==> src/rtl/control_sequencer_if.sv <==
// Control interface between the sequencer (master) and the 8-bit datapath (slave).
interface control_sequencer_if;
  logic       RUN;
  logic       STEP;
  logic [3:0] OPCODE;
  logic       CF;
  logic       ZF;
  logic       CLR;
  logic       CE;
  logic       SU;
  logic       AIn, BIn, OIn, IIn, Jn, FIn, MIn, RI;
  logic       DOn, AOn, BOn, IOn, COn, EOn, ROn, NOn;
  logic [2:0] TSTATE;
  logic       HALTED;

  modport master (
    input  RUN, STEP, OPCODE, CF, ZF,
    output CLR, CE, SU, AIn, BIn, OIn, IIn, Jn, FIn, MIn, RI,
    output DOn, AOn, BOn, IOn, COn, EOn, ROn, NOn, TSTATE, HALTED
  );

  modport slave (
    output RUN, STEP, OPCODE, CF, ZF,
    input  CLR, CE, SU, AIn, BIn, OIn, IIn, Jn, FIn, MIn, RI,
    input  DOn, AOn, BOn, IOn, COn, EOn, ROn, NOn, TSTATE, HALTED
  );
endinterface

==> src/rtl/control_sequencer.sv <==
// Microcoded fetch/execute sequencer: one T-state per advancing clock, run/single-step,
// halt state and a one-cycle datapath clear after reset.
module control_sequencer #(
  parameter int NSTEPS    = 5,
  parameter bit EARLY_END = 1'b1
) (
  input  logic                 CLK,
  input  logic                 RESET,
  control_sequencer_if.master  bus
);

  typedef enum logic [1:0] {S_INIT = 2'd0, S_RUN = 2'd1, S_HALT = 2'd2} state_t;
  typedef enum logic [2:0] {
    SEL_D = 3'd0, SEL_A = 3'd1, SEL_B = 3'd2, SEL_I = 3'd3,
    SEL_C = 3'd4, SEL_E = 3'd5, SEL_R = 3'd6, SEL_N = 3'd7
  } sel_t;

  localparam logic [2:0] LAST_STEP = 3'(NSTEPS - 1);

  state_t     r_state;
  logic [2:0] r_tstate;
  logic [2:0] w_last;
  logic       w_adv;
  sel_t       w_sel;
  logic       w_clr, w_ce, w_su, w_ai, w_bi, w_oi, w_ii, w_j, w_fi, w_mi, w_ri;

  // Reset masks the advance so a reset cycle never emits a strobe.
  assign w_adv = (bus.RUN | bus.STEP) & ~RESET;

  // Index of the final T-state of the current instruction.
  always_comb begin
    w_last = LAST_STEP;
    if (EARLY_END) begin
      case (bus.OPCODE)
        4'h1, 4'h4: w_last = 3'd3;
        4'h2, 4'h3: w_last = 3'd4;
        default:    w_last = 3'd2;
      endcase
      if (w_last > LAST_STEP) w_last = LAST_STEP;
    end else begin
      w_last = LAST_STEP;
    end
  end

  // Sequencer state and step counter.
  always_ff @(posedge CLK) begin
    if (RESET) begin
      r_state  <= S_INIT;
      r_tstate <= 3'd0;
    end else begin
      case (r_state)
        S_INIT: begin
          r_state  <= S_RUN;
          r_tstate <= 3'd0;
        end
        S_RUN: begin
          if (w_adv) begin
            if ((r_tstate == 3'd2) && (bus.OPCODE == 4'hF)) r_state <= S_HALT;
            else if (r_tstate >= w_last)                    r_tstate <= 3'd0;
            else                                            r_tstate <= r_tstate + 3'd1;
          end
        end
        S_HALT:  r_state <= S_HALT;
        default: begin
          r_state  <= S_INIT;
          r_tstate <= 3'd0;
        end
      endcase
    end
  end

  // Microcode decode of the current T-state into strobes and one bus driver.
  always_comb begin
    w_sel = SEL_D;
    {w_clr, w_ce, w_su, w_ai, w_bi, w_oi, w_ii, w_j, w_fi, w_mi, w_ri} = 11'd0;
    case (r_state)
      S_INIT: w_clr = ~RESET;
      S_RUN: begin
        if (w_adv) begin
          case (r_tstate)
            3'd0: begin w_sel = SEL_C; w_mi = 1'b1; end
            3'd1: begin w_sel = SEL_R; w_ii = 1'b1; w_ce = 1'b1; end
            3'd2: begin
              case (bus.OPCODE)
                4'h1, 4'h2, 4'h3, 4'h4: begin w_sel = SEL_I; w_mi = 1'b1; end
                4'h5: begin w_sel = SEL_I; w_ai = 1'b1; end
                4'h6: begin w_sel = SEL_I; w_j = 1'b1; end
                4'h7: if (bus.CF) begin w_sel = SEL_I; w_j = 1'b1; end else w_sel = SEL_D;
                4'h8: if (bus.ZF) begin w_sel = SEL_I; w_j = 1'b1; end else w_sel = SEL_D;
                4'h9: begin w_sel = SEL_N; w_ai = 1'b1; end
                4'hE: begin w_sel = SEL_A; w_oi = 1'b1; end
                default: w_sel = SEL_D;
              endcase
            end
            3'd3: begin
              case (bus.OPCODE)
                4'h1:       begin w_sel = SEL_R; w_ai = 1'b1; end
                4'h2, 4'h3: begin w_sel = SEL_R; w_bi = 1'b1; end
                4'h4:       begin w_sel = SEL_A; w_ri = 1'b1; end
                default:    w_sel = SEL_D;
              endcase
            end
            3'd4: begin
              if ((bus.OPCODE == 4'h2) || (bus.OPCODE == 4'h3)) begin
                w_sel = SEL_E;
                w_ai  = 1'b1;
                w_fi  = 1'b1;
                w_su  = (bus.OPCODE == 4'h3);
              end else begin
                w_sel = SEL_D;
              end
            end
            default: w_sel = SEL_D;
          endcase
        end else begin
          w_sel = SEL_D;
        end
      end
      S_HALT:  w_sel = SEL_D;
      default: w_sel = SEL_D;
    endcase
  end

  assign bus.CLR    = w_clr;
  assign bus.CE     = w_ce;
  assign bus.SU     = w_su;
  assign bus.AIn    = w_ai;
  assign bus.BIn    = w_bi;
  assign bus.OIn    = w_oi;
  assign bus.IIn    = w_ii;
  assign bus.Jn     = w_j;
  assign bus.FIn    = w_fi;
  assign bus.MIn    = w_mi;
  assign bus.RI     = w_ri;
  assign bus.DOn    = (w_sel == SEL_D);
  assign bus.AOn    = (w_sel == SEL_A);
  assign bus.BOn    = (w_sel == SEL_B);
  assign bus.IOn    = (w_sel == SEL_I);
  assign bus.COn    = (w_sel == SEL_C);
  assign bus.EOn    = (w_sel == SEL_E);
  assign bus.ROn    = (w_sel == SEL_R);
  assign bus.NOn    = (w_sel == SEL_N);
  assign bus.TSTATE = r_tstate;
  assign bus.HALTED = (r_state == S_HALT);

endmodule

==> src/flat_wrapper.sv <==
// flat-port wrapper written by rule: the top's interface ports become plain ports
module control_sequencer_flat 
#(
  parameter int NSTEPS    = 5,
  parameter bit EARLY_END = 1'b1
)
  (CLK, RESET, bus_RUN, bus_STEP, bus_OPCODE, bus_CF, bus_ZF, bus_CLR, bus_CE, bus_SU, bus_AIn, bus_BIn, bus_OIn, bus_IIn, bus_Jn, bus_FIn, bus_MIn, bus_RI, bus_DOn, bus_AOn, bus_BOn, bus_IOn, bus_COn, bus_EOn, bus_ROn, bus_NOn, bus_TSTATE, bus_HALTED);
  control_sequencer_if bus_i ();
  input  logic CLK;
  input  logic RESET;
  input wire logic [$bits(bus_i.RUN)-1:0] bus_RUN;
  input wire logic [$bits(bus_i.STEP)-1:0] bus_STEP;
  input wire logic [$bits(bus_i.OPCODE)-1:0] bus_OPCODE;
  input wire logic [$bits(bus_i.CF)-1:0] bus_CF;
  input wire logic [$bits(bus_i.ZF)-1:0] bus_ZF;
  output wire logic [$bits(bus_i.CLR)-1:0] bus_CLR;
  output wire logic [$bits(bus_i.CE)-1:0] bus_CE;
  output wire logic [$bits(bus_i.SU)-1:0] bus_SU;
  output wire logic [$bits(bus_i.AIn)-1:0] bus_AIn;
  output wire logic [$bits(bus_i.BIn)-1:0] bus_BIn;
  output wire logic [$bits(bus_i.OIn)-1:0] bus_OIn;
  output wire logic [$bits(bus_i.IIn)-1:0] bus_IIn;
  output wire logic [$bits(bus_i.Jn)-1:0] bus_Jn;
  output wire logic [$bits(bus_i.FIn)-1:0] bus_FIn;
  output wire logic [$bits(bus_i.MIn)-1:0] bus_MIn;
  output wire logic [$bits(bus_i.RI)-1:0] bus_RI;
  output wire logic [$bits(bus_i.DOn)-1:0] bus_DOn;
  output wire logic [$bits(bus_i.AOn)-1:0] bus_AOn;
  output wire logic [$bits(bus_i.BOn)-1:0] bus_BOn;
  output wire logic [$bits(bus_i.IOn)-1:0] bus_IOn;
  output wire logic [$bits(bus_i.COn)-1:0] bus_COn;
  output wire logic [$bits(bus_i.EOn)-1:0] bus_EOn;
  output wire logic [$bits(bus_i.ROn)-1:0] bus_ROn;
  output wire logic [$bits(bus_i.NOn)-1:0] bus_NOn;
  output wire logic [$bits(bus_i.TSTATE)-1:0] bus_TSTATE;
  output wire logic [$bits(bus_i.HALTED)-1:0] bus_HALTED;
  assign bus_i.RUN = bus_RUN;
  assign bus_i.STEP = bus_STEP;
  assign bus_i.OPCODE = bus_OPCODE;
  assign bus_i.CF = bus_CF;
  assign bus_i.ZF = bus_ZF;
  assign bus_CLR = bus_i.CLR;
  assign bus_CE = bus_i.CE;
  assign bus_SU = bus_i.SU;
  assign bus_AIn = bus_i.AIn;
  assign bus_BIn = bus_i.BIn;
  assign bus_OIn = bus_i.OIn;
  assign bus_IIn = bus_i.IIn;
  assign bus_Jn = bus_i.Jn;
  assign bus_FIn = bus_i.FIn;
  assign bus_MIn = bus_i.MIn;
  assign bus_RI = bus_i.RI;
  assign bus_DOn = bus_i.DOn;
  assign bus_AOn = bus_i.AOn;
  assign bus_BOn = bus_i.BOn;
  assign bus_IOn = bus_i.IOn;
  assign bus_COn = bus_i.COn;
  assign bus_EOn = bus_i.EOn;
  assign bus_ROn = bus_i.ROn;
  assign bus_NOn = bus_i.NOn;
  assign bus_TSTATE = bus_i.TSTATE;
  assign bus_HALTED = bus_i.HALTED;
  control_sequencer #(.NSTEPS(NSTEPS), .EARLY_END(EARLY_END)) u_core (.CLK(CLK), .RESET(RESET), .bus(bus_i));
endmodule
==> config.mk <==
export PLATFORM = sky130hd
export DESIGN_NAME = control_sequencer_flat
export DESIGN_NICKNAME = d
export VERILOG_FILES = /design/src/rtl/control_sequencer_if.sv /design/src/rtl/control_sequencer.sv /design/src/flat_wrapper.sv
export SDC_FILE = /design/constraint.sdc
export NUM_CORES = 1
export LEC_CHECK = 0
export CAP_MARGIN = 20
export CORE_MARGIN = 2
export CORE_UTILIZATION = 45
export CTS_CLUSTER_SIZE = 40
export DETAILED_ROUTE_END_ITERATION = 8
export PLACE_DENSITY = 0.85
export SETUP_SLACK_MARGIN = 0.5
export SYNTH_ARGS = -nofsm -noshare
export SYNTH_HDL_FRONTEND = slang
export SYNTH_SLANG_ARGS = --single-unit
==> constraint.sdc <==
create_clock -name CLK -period 3.02 [get_ports CLK]
set_input_delay 0.604 -clock CLK [delete_from_list [all_inputs] [get_ports CLK]]
set_output_delay 0.604 -clock CLK [all_outputs]
set_load 0.02 [all_outputs]
# Word level (Yosys, flattened, before mapping)
# Index checks and enable logic that the tools add are counted.
[op_classes]
add_sub_neg = 1
multipliers = 0
div = 0
magnitude_cmp = 2
n_eq_ne = 27
shifts = 0
mux = 56
n_bitwise = 4
reduce_logical = 13
[op_table]
columns = ["operator", "count"]
rows = [
  ["1-bit 2-to-1 mux", 36],
  ["3-bit one-hot mux with 5 select lines", 2],
  ["3-bit 2-to-1 mux", 7],
  ["3-bit one-hot mux with 2 select lines", 3],
  ["4-bit by 3-bit == test with 1-bit output, second input constant", 4],
  ["4-bit == test, second input constant", 4],
  ["3-bit == test, second input constant", 5],
  ["3-bit by 2-bit == test with 1-bit output, second input constant", 4],
  ["4-bit by 2-bit == test with 1-bit output, second input constant", 2],
  ["2-bit 2-to-1 mux", 4],
  ["3-bit by 1-bit == test with 1-bit output, second input constant", 2],
  ["3-bit zero test", 2],
  ["1-bit one-hot mux with 3 select lines", 2],
  ["2-bit one-hot mux with 3 select lines", 1],
  ["2-bit OR reduction", 3],
  ["6-bit OR reduction", 1],
  ["4-bit by 1-bit == test with 1-bit output, second input constant", 1],
  ["2-bit by 1-bit inequality test with 1-bit output, second input constant", 2],
  ["4-bit OR reduction", 1],
  ["3-bit by 1-bit adder with 3-bit output, second input constant", 1],
  ["3-bit greater-or-equal comparator", 1],
  ["3-bit greater-than comparator, second input constant", 1],
  ["3-bit AND reduction", 1],
  ["3-bit OR reduction", 1],
  ["11 further kinds", 12],
]
[word_totals]
regBits = 5
latchBits = 0
ramBits = 0
rom_bits = 0
in_bits = 10
mem_count = 0

# Logic depth before layout (Yosys ltp)
# Gate-level depths: netlist (run 1).
[logic_depth]
depth_word = 10
mapped_depth = 9
depth_no_buf = 8

# Least setup slack after synthesis (run 1)
# OpenSTA, ideal clock, no wires.
[synth_timing]
path_kind = "flip-flop to output port"
start = "register u_core.r_tstate[1], in the netlist u_core.bus.TSTATE[1]"
end = "output port bus_AIn"
t_arrival_ns = 2.354
required_ns = 2.416
setup_slack_ns = 0.062
path_stages_with_launch = 6
path_cell_list = "dfxtp_1 ha_1 nor2b_1 a22o_1 nand2_1 a2111oi_0"
[synth_via]
elab_chain_cells = 4
elab_cells_between_ends = 6
cone_classes = "eq/ne: 3; mux: 3"
[synth_rtl]
columns = ["item", "line", "rtl"]
rows = [
  ["start: declaration", "control_sequencer.sv:21", "logic [2:0] r_tstate;"],
  ["start signal: assignment", "control_sequencer.sv:60", "else r_tstate <= r_tstate + 3'd1;"],
  ["3-bit == test / 3-bit by 2-bit == test with 1-bit output (equally long branches)", "control_sequencer.sv:80", "case (r_tstate)"],
  ["1-bit one-hot mux with 3 select lines (*)", "control_sequencer.sv:80", ""],
  ["1-bit 2-to-1 mux (*)", "control_sequencer.sv:79", "if (w_adv) begin"],
  ["1-bit 2-to-1 mux (*)", "control_sequencer.sv:76", "case (r_state)"],
  ["end: declaration", "flat_wrapper.sv:19", "output wire logic [$bits(bus_i.AIn)-1:0] bus_AIn;"],
]
# Every way passes the cells marked *; elsewhere a longest branch is shown, timed or not.

# Worst setup path after layout (run 1)
[layout_timing]
start = "register u_core.r_tstate[0], in the netlist u_core.bus.TSTATE[0]"
end = "output port bus_DOn"
[layout_via]
elab_chain_cells = 5
elab_cells_between_ends = 9
cone_classes = "eq/ne: 4; mux: 3; reduce/logical: 2"
[layout_rtl]
columns = ["item", "line", "rtl"]
rows = [
  ["3-bit == test (tied with other cells)", "control_sequencer.sv:80", ""],
  ["3-bit one-hot mux with 5 select lines (*)", "control_sequencer.sv:80", ""],
  ["3-bit 2-to-1 mux (*)", "control_sequencer.sv:79", ""],
  ["3-bit 2-to-1 mux (*)", "control_sequencer.sv:76", ""],
  ["3-bit zero test (*)", "control_sequencer.sv:135", "assign bus.DOn = (w_sel == SEL_D);"],
  ["end: declaration", "flat_wrapper.sv:27", "output wire logic [$bits(bus_i.DOn)-1:0] bus_DOn;"],
]
# Marks and branches as above.

==> flow_metrics.py, run 1 <==
metrics = {
    "cts": {
        "path_clk_slew_ns": 0.05,
        "cts.path.max_buffers": 2,
        "cts.sinks": 5,
        "cts_tree": "built",
        "cts_buffers": 3,
        "h-tree-depth": 1,
        "insertion_delay_ns": 0.25,
        "cts_root_buf": "clkbuf_4",
    },
    "route": {
        "final_antenna_net_count": 0,
        "vias": 1387,
        "drtIter0Drc": 65,
        "drt-total-wl_mm": 4.89,
        "viasPerCell": 6.16,
        "drtPass1Iterations": 5,
        "wl_per_cell_um": 21.7,
        "drcViolationCount": 0,
    },
    "setup_path": {
        "crit_arrival_ns": 2.29,
        "crit_path_end_kind": "output pin",
        "reg2reg_slack_ns": 1.06,
        "critPathKind": "reg2out",
        "crit_end": "bus_DOn",
        "r2r-start": "u_core.bus.TSTATE[0]",
        "crit_start": "u_core.bus.TSTATE[0]",
        "path_max_fanout": 4,
        "start_kind": "register",
        "timing.rr.end": "u_core.r_state[0]",
        "r2r_cells": 8,
        "required_ns": 2.42,
    },
    "min_path": {
        "hold_path_class": "reg2reg",
    },
    "sta": {
        "holdWs_ns": 0.550,
        "rsz0062_at_grt": "true",
        "relSlewSlack_pct": 66.7,
        "tightest_slew_ns": 0.496,
        "post-route-min-period_ns": 2.90,
        "finalCritPeriodShare_pct": 95.9,
        "fmaxAchievable_mhz": 345,
        "hold_violations": 0,
        "finalClockSkew_ns": 0.00751,
        "slew_viol_final": 0,
        "setup-violations-final": 0,
    },
    "placed_design": {
        "place_inst": 203,
        "io_buffers": 31,
        "finalWeightedCongestion": 0.894,
        "dp_hpwl_mm": 2.27,
    },
    "power_and_ir_drop": {
        "finalPower_uw": 683,
        "powerDensity_nw_per_um2": 372,
        "peakVddDrop_mv": 0.327,
        "cellLeakagePower_uw": 0.000803,
    },
    "cells_and_area": {
        "final_cells": 225,
        "nNetsFinal": 220,
        "area_growth_pct": 88.8,
        "post-route-util_pct": 91.7,
        "drive_gt1_share_pct": 59.1,
        "num_antenna_cells": 0,
    },
    "die": {
        "start_util_pct": 48.6,
        "fp.dieW_um": 50.5,
        "io_pins": 33,
        "rows": 16,
        "dieArea_um2": 2550,
        "fp.dieH_um": 50.5,
        "core_region_area_um2": 2000,
    },
    "synthesis": {
        "syn_area_per_cell_um2": 7.97,
        "netlist.top_cell.by_area": "ha_1",
        "synthesis.nets": 143,
        "yosysSeqAreaShare_pct": 10.3,
        "synthCells": 122,
        "yosys_most_used_dff": "dfxtp_1",
        "synthesis.area_um2": 972,
        "synth_common_cells": "nor2_1 (13), ha_1 (11), nand2_1 (11), inv_1 (10), nor3_1 (7)",
        "synth.distinct_cells": 51,
        "ys_seq_elements": 5,
        "yosysTopAreaCellShare_pct": 14.2,
        "synthArstFlopShare_pct": 0,
        "yosysMostFrequentCell": "nor2_1",
        "synth_area_leaders": "ha_1 (14%), dfxtp_1 (10%), nor2_1 (5.0%), nand2_1 (4.2%), a211oi_4 (4.1%)",
        "synth_warnings": 0,
        "synth_edf_count": 0,
    },
    "global_route": {
        "grt_pass1_vias": 1301,
        "antenna_found_initial": 0,
        "grt_first_pass_wirelength_mm": 6.11,
        "grt_usage_pct": 32.5,
        "globalRoute.totalOverflow": 0,
        "grt_max_degree": 11,
    },
    "job": {
        "drv_cap": 0,
    },
    "run_status": {
        "outcome": "completed",
    },
}
-- flip-flops by register name, indices dropped and copies added, names as in the netlist --
| register | flops |
|---|---|
| u_core.r_state | 2 |
| u_core.bus.TSTATE | 3 |
-- worst max-delay path, cell delays in order, from the launching register on --
cell and delay, ns:
dfxtp_4 0.37, clkinvlp_4 0.17, ha_4 0.22, and4bb_1 0.23
o22a_1 0.22, a311oi_4 0.31, nand2b_1 0.18, a21boi_2 0.19
buf_4 0.16
-- worst min-delay path by stage --
stage / depth (start not counted) / slack, ns / to / from
after floorplan: 2 / 0.49 / u_core.r_state[1] / u_core.r_state[1]
after global placement: 2 / 0.49 / u_core.bus.TSTATE[1] / u_core.bus.TSTATE[1]
after detailed placement: 1 / 0.51 / u_core.bus.TSTATE[0] / u_core.bus.TSTATE[0]
after CTS: 1 / 0.51 / u_core.bus.TSTATE[0] / u_core.bus.TSTATE[0]
after global routing: 2 / 0.59 / u_core.bus.TSTATE[1] / u_core.bus.TSTATE[1]
final: 2 / 0.55 / u_core.r_state[1] / u_core.r_state[1]
-- report_power, final --
| part | total [uW] | switching, uW | internal (uW) |
|---|---|---|---|
| clock | 82.1 | 31.8 | 50.3 |
| combinational | 501 | 257 | 243 |
| sequential | 100 | 17.4 | 82.6 |
-- layer usage --
metal  track usage (%)  vias up  routed length, um
li1                  -      584                  -
met1              33.0      652               1750
met2              57.7      116               2450
met3              5.36       35                427
met4              27.0        0                260
met5                 0        -                  0
-- cells by family (layout without fill, tap and decap cells) --
| logic type | count (synthesis) | in the layout | share of synthesized area, % |
|---|---|---|---|
| buffers and inverters | 16 | 92 | 9.39 |
| multiplexers | 3 | 3 | 3.09 |
| other | 1 | 1 | 0.386 |
| XOR/XNOR | 1 | 1 | 0.901 |
| AND/OR/NAND/NOR | 60 | 60 | 37.7 |
| AO/OA/AOI/OAI | 25 | 25 | 24.1 |
| adder cells (fa/ha/maj) | 11 | 11 | 14.2 |
| flip-flops | 5 | 5 | 10.3 |
-- through the flow --
stage / setup WS, ns / area [um^2] / setup TNS (ns)
2_1_floorplan: 0.462 / 998 / 0
3_3_place_gp: -0.487 / 1510 / -4.57
3_5_place_dp: -0.564 / 1510 / -5.53
4_1_cts: 0.324 / 1700 / 0
5_1_grt: 0.0607 / 1840 / 0
6_report: 0.124 / 1840 / 0
-- layout by cell type (no fill, tap or decap), types with 2 or more instances in the layout --
cell type,instances
a211oi_4,2
ha_4,4
clkdlybuf4s50_1,5
and3b_2,2
dlygate4sd2_1,4
inv_1,8
ha_1,6
buf_4,44
nand2_1,10
nor2b_2,2
dfxtp_1,2
and2b_1,2
o21ai_1,2
nor2_2,3
o21ai_0,4
nor3_1,4
clkbuf_2,3
nand2b_1,3
nor2_4,2
nor3b_2,2
mux2i_1,3
nor3_2,3
dfxtp_4,2
buf_6,15
nor2_1,8
buf_2,4
clkbuf_4,3
-- final cells by class --
type                       instances  area, um^2
clock buffer                       4        26.3
multi-input combinational        101         976
timing repair buffer              78         649
fill                              85         166
sequential                         5         109
tap                               27        33.8
inverter                          10        41.3
-- timing repair --
item / in CTS / in global routing
hold buffers: 0 / 0
setup endpoints to repair: 20 / 17
gates cloned: 0 / 1
pin swaps: 18 / 13
hold endpoints to repair: 0 / 0
gates resized for setup: 125 / 32
setup buffers: 7 / 10
(Power assumes the default switching activity.)
==> inputs of run 2 (changes only) <==
--- a/config.mk
+++ b/config.mk
@@ -10,6 +10,7 @@
 export CORE_UTILIZATION = 45
 export CTS_CLUSTER_SIZE = 40
 export DETAILED_ROUTE_END_ITERATION = 8
+export GPL_TIMING_DRIVEN = 0
 export PLACE_DENSITY = 0.85
 export SETUP_SLACK_MARGIN = 0.5
 export SYNTH_ARGS = -nofsm -noshare
==> run 2 against run 1 <==
Against the previous run:
- final cell count down 5.8%
- sequential power about the same
- clock power down 1%
- combinational power down 12%
- non-clock buffer count down 13
- largest power group unchanged
- highest routed layer unchanged
==> flow_metrics.py, run 2 (synthesized netlist as in run 1, its figures left out) <==
metrics = {
    "setup_path": {
        "crit_path_end_kind": "output pin",
        "crit_arrival_ns": 2.13,
        "required_ns": 2.42,
        "reg2reg_slack_ns": 1.30,
        "start_kind": "primary input",
        "r2r-start": "u_core.bus.TSTATE[0]",
        "timing.rr.end": "u_core.r_state[0]",
        "r2r_cells": 7,
        "critPathKind": "in2out",
        "path_max_fanout": 5,
    },
    "die": {
        "rows": 16,
        "fp.dieW_um": 50.5,
        "start_util_pct": 48.6,
        "io_pins": 33,
        "fp.dieH_um": 50.5,
        "dieArea_um2": 2550,
        "core_region_area_um2": 2000,
    },
    "min_path": {
        "whs_endpoint": "u_core.bus.TSTATE[2]",
        "hold_path_class": "reg2reg",
        "hold_depth": 2,
        "hold_path_startpoint": "u_core.bus.TSTATE[2]",
    },
    "cells_and_area": {
        "seqCellArea_um2": 111,
        "area_growth_pct": 83.3,
        "multi_input_area_um2": 990,
        "nNetsFinal": 207,
        "largest_reg_flops": 3,
        "layout_commonest_cell": "buf_4",
        "drive_gt1_share_pct": 57.3,
        "num_antenna_cells": 0,
        "final_cell_mix": "buf_4 (30), buf_6 (12), nor2_1 (8), nand2_1 (8)",
        "final_area_um2": 1780,
        "fill_cells": 93,
    },
    "power_and_ir_drop": {
        "power.combinational.fraction_pct": 70.8,
        "clkPwrFrac_pct": 13.1,
        "cellLeakagePower_uw": 0.000777,
        "power.share.sequential_pct": 16.1,
        "internal_power_uw": 343,
        "p_switching_uw": 277,
        "peakVddDrop_mv": 0.472,
        "swShare_pct": 44.7,
        "powerDensity_nw_per_um2": 348,
    },
    "route": {
        "drt-total-wl_mm": 3.78,
        "viasPerCell": 5.89,
        "wl_per_cell_um": 17.8,
        "final_antenna_net_count": 0,
        "vias": 1249,
        "drtPass1Iterations": 4,
        "drcViolationCount": 0,
        "drtIter0Drc": 63,
    },
    "placed_design": {
        "io_buffers": 30,
        "placed_area_um2": 1330,
        "finalWeightedCongestion": 0.820,
        "dp_hpwl_mm": 2.01,
        "dpl_worst_slack_ns": -0.692,
    },
    "cts": {
        "h-tree-depth": 1,
        "cts_buffers": 3,
        "path_clk_slew_ns": 0.05,
        "cts.sinks": 5,
        "insertion_delay_ns": 0.25,
        "cts.path.max_buffers": 2,
        "cts_root_buf": "clkbuf_4",
        "cts_tree": "built",
        "cts_hold_buf": 0,
    },
    "sta": {
        "setup_ws_ns": 0.285,
        "post-route-min-period_ns": 2.73,
        "rsz0062_at_grt": "true",
        "finalCritPeriodShare_pct": 90.5,
        "finalClockSkew_ns": 0.000166,
        "setup-violations-final": 0,
        "fmaxAchievable_mhz": 366,
        "hold_violations": 0,
        "slew_viol_final": 0,
    },
    "global_route": {
        "grt_max_degree": 11,
        "grt_first_pass_wirelength_mm": 5.93,
        "grt_pass1_vias": 1215,
        "antenna_found_initial": 0,
        "globalRoute.totalOverflow": 0,
        "grt_usage_pct": 30.1,
    },
    "run_status": {
        "outcome": "completed",
    },
    "job": {
        "drv_cap": 0,
    },
}
[run 2: changes by cell type in the layout (fill, tap and decap cells not counted), moves of 2 or more]
cell,previous run,this run
buf_4,44,30
nand2_1,10,8
buf_6,15,12
buf_8,0,3
ha_4,4,2
inv_4,0,2
o21ai_1,2,0
dlygate4sd2_1,4,7
o21ai_0,4,6
[run 2: area by class of cell]
| type | instances | area share [%] |
|---|---|---|
| tap | 27 | 1.90 |
| timing repair buffer | 59 | 28.8 |
| buffer | 6 | 3.37 |
| sequential | 5 | 6.25 |
| clock inverter | 1 | 0.281 |
| inverter | 10 | 2.60 |
| multi-input combinational | 101 | 55.5 |
| clock buffer | 3 | 1.26 |
[run 2: per-stage QoR]
step           power, uW  TNS, ns  hold slack [ns]  instances  util [%]
6_report             620        0            0.538        212      89.0
5_1_grt              654        0            0.577        212      89.0
4_1_cts              568        0            0.538        204      80.8
3_5_place_dp         426    -6.35            0.509        179      66.6
3_3_place_gp         410    -5.54            0.489        179      66.6
2_1_floorplan        326        0            0.487        122         -
[run 2: critical path, stage by stage]
cell and delay (ns):
buf_8 0.10, buf_6 0.12, a2111o_1 0.39, o211ai_2 0.10
nor3_4 0.08, a211oi_4 0.31, nor4b_4 0.25, buf_4 0.18
[run 2: power by group through the flow]
stage                     registers (uW)  logic (uW)  clock network [uW]
after floorplan                     98.7         227                   0
after global placement              96.9         313                   0
after detailed placement            99.1         326                   0
after CTS                           95.9         392                80.0
after global routing                99.2         467                87.7
final                               99.5         439                81.2
[run 2: worst max-delay path by stage]
| stage | startpoint | endpoint | slack, ns | cells after the start |
|---|---|---|---|---|
| finish | bus_OPCODE[1] | bus_COn | 0.29 | 8 |
| global route | bus_OPCODE[1] | bus_COn | 0.23 | 8 |
| CTS | bus_OPCODE[3] | bus_COn | 0.32 | 8 |
| detailed placement | bus_OPCODE[1] | bus_COn | -0.69 | 8 |
| global placement | bus_OPCODE[1] | bus_COn | -0.64 | 8 |
| floorplan | bus_OPCODE[0] | bus_EOn | 0.46 | 6 |
[run 2: timing repair]
item	4_1_cts	5_1_grt
resized for setup	116	33
setup buffers	20	8
gates cloned	1	0
pin swaps	18	12
setup endpoints to repair	17	13
[run 2: per-layer routing]
| layer | global-route usage (%) | vias up | wire, um |
|---|---|---|---|
| met2 | 55.9 | 82 | 1960 |
| met3 | 3.57 | 18 | 251 |
| li1 | - | 559 | - |
| met1 | 35.6 | 590 | 1420 |
| met5 | 0 | - | 0 |
| met4 | 9.46 | 0 | 136 |
